===== config.mk =====
export PLATFORM = sky130hd
export DESIGN_NAME = spi_master_engine
export DESIGN_NICKNAME = d
export VERILOG_FILES = /design/src/rtl/spi_master_engine.sv
export SDC_FILE = /design/constraint.sdc
export NUM_CORES = 1
export LEC_CHECK = 0
export CORE_AREA = 2 2 191 193
export DETAILED_ROUTE_END_ITERATION = 10
export DIE_AREA = 0 0 193 195
export GPL_TIMING_DRIVEN = 0
export PLACE_DENSITY = 0.79
export SLEW_MARGIN = 10
export SYNTH_ARGS = -nofsm -noshare
export SYNTH_HDL_FRONTEND = slang
export SYNTH_SLANG_ARGS = --single-unit

===== constraint.sdc =====
create_clock -name wb_clk_i -period 4.5 [get_ports wb_clk_i]
set_input_delay 0.9 -clock wb_clk_i [delete_from_list [all_inputs] [get_ports wb_clk_i]]
set_output_delay 0.9 -clock wb_clk_i [all_outputs]
set_load 0.01 [all_outputs]

===== src/rtl/spi_master_engine.sv =====
// SPI master serial engine: one transfer of 1..MAX_CHAR bits per go_i, with
// programmable sclk divider, selectable tx/rx sclk edges and bit order.
module spi_master_engine #(
    parameter int SS_NB    = 8,
    parameter int MAX_CHAR = 128,
    parameter int DIV_W    = 16
) (
    input  logic                        wb_clk_i,
    input  logic                        wb_rst_i,
    input  logic                        go_i,
    input  logic [$clog2(MAX_CHAR)-1:0] char_len_i,
    input  logic [DIV_W-1:0]            divider_i,
    input  logic                        tx_negedge_i,
    input  logic                        rx_negedge_i,
    input  logic                        lsb_i,
    input  logic [SS_NB-1:0]            ss_sel_i,
    input  logic [MAX_CHAR-1:0]         tx_data_i,
    output logic [MAX_CHAR-1:0]         rx_data_o,
    output logic                        busy_o,
    output logic                        done_o,
    output logic                        sclk_pad_o,
    output logic                        mosi_pad_o,
    input  logic                        miso_pad_i,
    output logic [SS_NB-1:0]            ss_pad_o
);

    localparam int IDX_W = $clog2(MAX_CHAR);

    typedef enum logic [1:0] {IDLE, SHIFT, DONE} state_t;

    state_t              state_reg, state_next;
    logic [DIV_W-1:0]    div_reg, cnt_reg;
    logic [IDX_W-1:0]    len_m1_reg, tx_cnt_reg, rx_cnt_reg;
    logic [IDX_W:0]      edge_cnt_reg;
    logic                tx_neg_reg, rx_neg_reg, lsb_reg;
    logic [MAX_CHAR-1:0] tx_reg, rx_sr_reg, rx_data_reg;
    logic                sclk_reg, mosi_reg, busy_reg, done_reg;
    logic [SS_NB-1:0]    ss_reg;

    logic                tick, last_edge, tx_edge, rx_edge;
    logic [IDX_W-1:0]    tx_idx, rx_idx;

    // tick marks a wb_clk_i cycle on which sclk toggles; the current sclk level
    // tells whether the coming edge is rising (sclk low) or falling (sclk high).
    assign tick      = (state_reg == SHIFT) && (cnt_reg == div_reg);
    assign last_edge = tick && (edge_cnt_reg == {len_m1_reg, 1'b1});
    assign tx_edge   = tick && (sclk_reg == tx_neg_reg);
    assign rx_edge   = tick && (sclk_reg == rx_neg_reg);

    // len_m1 = N-1; a char_len of 0 wraps naturally to MAX_CHAR-1.
    assign tx_idx = lsb_reg ? tx_cnt_reg : (len_m1_reg - tx_cnt_reg);
    assign rx_idx = lsb_reg ? rx_cnt_reg : (len_m1_reg - rx_cnt_reg);

    always_ff @(posedge wb_clk_i) begin
        if (wb_rst_i) begin
            state_reg <= IDLE;
        end else begin
            state_reg <= state_next;
        end
    end

    always_comb begin
        state_next = state_reg;
        case (state_reg)
            IDLE:    if (go_i) state_next = SHIFT;
            SHIFT:   if (last_edge) state_next = DONE;
            DONE:    state_next = IDLE;
            default: state_next = IDLE;
        endcase
    end

    always_ff @(posedge wb_clk_i) begin
        if (wb_rst_i) begin
            div_reg      <= '0;
            cnt_reg      <= '0;
            len_m1_reg   <= '0;
            tx_cnt_reg   <= '0;
            rx_cnt_reg   <= '0;
            edge_cnt_reg <= '0;
            tx_neg_reg   <= 1'b0;
            rx_neg_reg   <= 1'b0;
            lsb_reg      <= 1'b0;
            tx_reg       <= '0;
            rx_sr_reg    <= '0;
            rx_data_reg  <= '0;
            sclk_reg     <= 1'b0;
            mosi_reg     <= 1'b0;
            busy_reg     <= 1'b0;
            done_reg     <= 1'b0;
            ss_reg       <= '1;
        end else begin
            done_reg <= 1'b0;
            case (state_reg)
                IDLE: begin
                    if (go_i) begin
                        div_reg      <= divider_i;
                        len_m1_reg   <= char_len_i - IDX_W'(1);
                        tx_neg_reg   <= tx_negedge_i;
                        rx_neg_reg   <= rx_negedge_i;
                        lsb_reg      <= lsb_i;
                        tx_reg       <= tx_data_i;
                        ss_reg       <= ~ss_sel_i;
                        busy_reg     <= 1'b1;
                        cnt_reg      <= '0;
                        edge_cnt_reg <= '0;
                        tx_cnt_reg   <= '0;
                        rx_cnt_reg   <= '0;
                        rx_sr_reg    <= '0;
                    end
                end
                SHIFT: begin
                    if (tick) begin
                        cnt_reg      <= '0;
                        sclk_reg     <= ~sclk_reg;
                        edge_cnt_reg <= edge_cnt_reg + 1'b1;
                    end else begin
                        cnt_reg <= cnt_reg + DIV_W'(1);
                    end
                    if (tx_edge) begin
                        mosi_reg   <= tx_reg[tx_idx];
                        tx_cnt_reg <= tx_cnt_reg + IDX_W'(1);
                    end
                    if (rx_edge) begin
                        rx_sr_reg[rx_idx] <= miso_pad_i;
                        rx_cnt_reg        <= rx_cnt_reg + IDX_W'(1);
                    end
                end
                DONE: begin
                    done_reg    <= 1'b1;
                    busy_reg    <= 1'b0;
                    ss_reg      <= '1;
                    rx_data_reg <= rx_sr_reg;
                end
                default: ;
            endcase
        end
    end

    assign rx_data_o  = rx_data_reg;
    assign busy_o     = busy_reg;
    assign done_o     = done_reg;
    assign sclk_pad_o = sclk_reg;
    assign mosi_pad_o = mosi_reg;
    assign ss_pad_o   = ss_reg;

endmodule


==> flow_summary.json <==
{
  "status": "finished clean",
  "drt_iter0_drc": 1292,
  "cts.clk_slew.worst_paths_ns": 0.06,
  "syn_area_um2": 18600,
  "p_sw_share_pct": 26.2,
  "vias_per_cell": 5.91,
  "finalMaxSlewViolations": 0,
  "syn2layout_area_growth_pct": 28.1,
  "skew_ns": 0.0138,
  "cp-endpoint": "mosi_pad_o",
  "arrival_ns": 4.58,
  "initial_utilization_pct": 52.5,
  "ys_types": 70,
  "die_area_um2": 37600,
  "p_sw_uw": 2490,
  "cts_hold_buf": 0,
  "synth_seq_cells": 462,
  "wl_um": 56000,
  "chipHeight_um": 195,
  "min_path_type": "register to register",
  "ctsResizeCount": 0,
  "p_leak_uw": 0.00882,
  "timing.fmax_mhz": 241,
  "critPathCaptureType": "register",
  "setup.reg_to_reg.worst_slack_ns": 0.35,
  "holdWs_ns": 0.452,
  "htreeDepth": 2,
  "layout_common_cells": "dfxtp_1, nand2_1, clkdlybuf4s50_1, a21oi_1, a22oi_1",
  "drv_cap": 0,
  "dp_hpwl_um": 40900,
  "final_cells": 2837,
  "num_vias": 16773,
  "rows": 69,
  "gp_congestion": 0.895,
  "mostFrequentLayoutCell": "dfxtp_1",
  "dp_slack_ns": 0.412,
  "yosysWarnings": 0,
  "r2r_start": "len_m1_reg[0]",
  "synth_edf_count": 0,
  "synth_top_flop_cell": "dfxtp_1",
  "postRouteAntennaNets": 0,
  "rsz0062_at_grt": "false",
  "synth_top_area_share_pct": 49.7,
  "power_density_nw_per_um2": 400,
  "yosysSeqAreaShare_pct": 49.7,
  "cts.sinks": 462,
  "cts_buffers": 47,
  "critPathRequiredTime_ns": 4.93,
  "clock_latency_ns": 0.56,
  "portBuffers": 304,
  "crit_fanout": 10,
  "drtPass1Iterations": 6,
  "setup_viol": 0,
  "dp_cells": 2751,
  "clkPwrFrac_pct": 41.8,
  "grt_max_degree": 15,
  "synth_fp_nets": 2171,
  "io_pins": 306,
  "r2r_end": "mosi_pad_o",
  "cts_tree": "built",
  "slew_headroom_pct": 30.9,
  "hold_viol_final": 0,
  "cts_buffer_depth": 3,
  "fin_ws_ns": 0.351,
  "overflow": 0,
  "vdd_drop_max_mv": 0.267,
  "grt_pass1_vias": 16196,
  "pwr-share-seq_pct": 44.8,
  "setup_tns_ns": 0,
  "die_width_um": 193,
  "wl_per_cell_um": 19.7,
  "core-area_um2": 35400,
  "p_int_uw": 7040,
  "grt_usage_pct": 28.9,
  "drcViolationCount": 0,
  "min_period_over_period_pct": 92.2,
  "path_class": "register to register",
  "synthCells": 1986,
  "cts_setup_buffers": 0,
  "utilization_pct": 67.3,
  "combPwrFrac_pct": 13.4,
  "syn_area_per_cell_um2": 9.36,
  "antenna_found_initial": 2,
  "drive_gt1_share_pct": 8.04,
  "reg2reg_depth": 12,
  "start_kind": "register",
  "period_needed_ns": 4.15,
  "synth_top_area_cell": "dfxtp_1",
  "synthArstFlopShare_pct": 0,
  "cts-root-buf": "clkbuf_16",
  "synth_area_leaders": "dfxtp_1, a21oi_1, nand2_1, a22o_1, a22oi_1",
  "layout.nets": 2524,
  "grt_pass1_wl_um": 86300,
  "tightest_slew_ns": 1.04,
  "startpoint": "len_m1_reg[0]"
}
-- worst min-delay path by stage --
stage / depth (start not counted) / from / endpoint / slack (ns)
floorplan: 2 / tx_reg[105] / tx_reg[105] / 0.43
global placement: 2 / tx_reg[4] / tx_reg[4] / 0.44
detailed placement: 2 / tx_reg[42] / tx_reg[42] / 0.45
CTS: 2 / tx_reg[42] / tx_reg[42] / 0.45
global route: 2 / tx_reg[42] / tx_reg[42] / 0.47
finish: 2 / tx_reg[122] / tx_reg[122] / 0.45
-- cells in the mapped netlist (all sizes together), types with 10 or more instances --
| master | instances |
|---|---|
| nor3 | 31 |
| a21oi | 305 |
| nand4 | 11 |
| xnor2 | 26 |
| and3 | 27 |
| nor2b | 11 |
| nor2 | 79 |
| a211oi | 21 |
| nand2b | 22 |
| buf | 50 |
| inv | 21 |
| a2111oi | 11 |
| nor4 | 13 |
| mux2i | 13 |
| mux4 | 19 |
| nand3 | 10 |
| nand2 | 324 |
| o21ai | 19 |
| a22oi | 133 |
| dfxtp | 462 |
| a22o | 128 |
| ha | 17 |
| or3 | 13 |
| xor2 | 25 |
| clkbuf | 107 |
-- critical path: stages, from the launching register on --
cell and delay, ns:
dfxtp_1 0.39, inv_1 0.12, ha_1 0.24, fa_1 0.45
nor2b_1 0.16, nor2_1 0.54, clkbuf_1 0.62, buf_2 0.41
mux4_2 0.28, mux2i_1 0.09, a22oi_1 0.21, o211ai_1 0.14
a211oi_1 0.36
-- power by group through the flow --
stage / registers (uW) / logic, uW / clock network [uW]
global route: 4280 / 1380 / 4160
floorplan: 4330 / 813 / 0
global placement: 4350 / 1230 / 0
detailed placement: 4360 / 1260 / 0
finish: 4270 / 1280 / 3980
CTS: 4270 / 1270 / 4000
-- metrics by stage --
| stage | cell area, um^2 | power [uW] |
|---|---|---|
| 6_report | 23800 | 9530 |
| 5_1_grt | 23800 | 9820 |
| 3_5_place_dp | 22200 | 5620 |
| 2_1_floorplan | 18600 | 5150 |
| 3_3_place_gp | 22200 | 5580 |
| 4_1_cts | 23800 | 9530 |
-- metal layers --
metal	GRT usage [%]	vias up	part of all wire [%]
met4	10.7	2	3.6
met3	4.62	144	7.7
met2	50.6	774	49
met5	0	-	0.032
met1	35.6	7949	40
li1	-	7904	-
-- area by class of cell --
type | instances | area [um^2]
antenna | 1 | 2.50
buffer | 157 | 732
clock buffer | 70 | 1450
clock inverter | 15 | 148
fill | 2839 | 11600
inverter | 22 | 82.6
multi-input combinational | 1345 | 8530
sequential | 462 | 9250
tap | 461 | 577
timing repair buffer | 304 | 3040
-- cells by family (layout without fill, tap and decap cells) --
| group | Yosys count | count (layout) | synth area share (%) |
|---|---|---|---|
| xor+xnor | 51 | 51 | 2.54 |
| other cells | 0 | 1 | 0 |
| flops | 462 | 462 | 49.7 |
| compound gates | 669 | 669 | 23.9 |
| buf+inv | 179 | 568 | 4.38 |
| mux | 41 | 41 | 3.55 |
| fa+ha+maj | 19 | 19 | 1.36 |
| simple gates | 565 | 565 | 14.6 |
No activity file was read; power rests on OpenSTA's default activity.
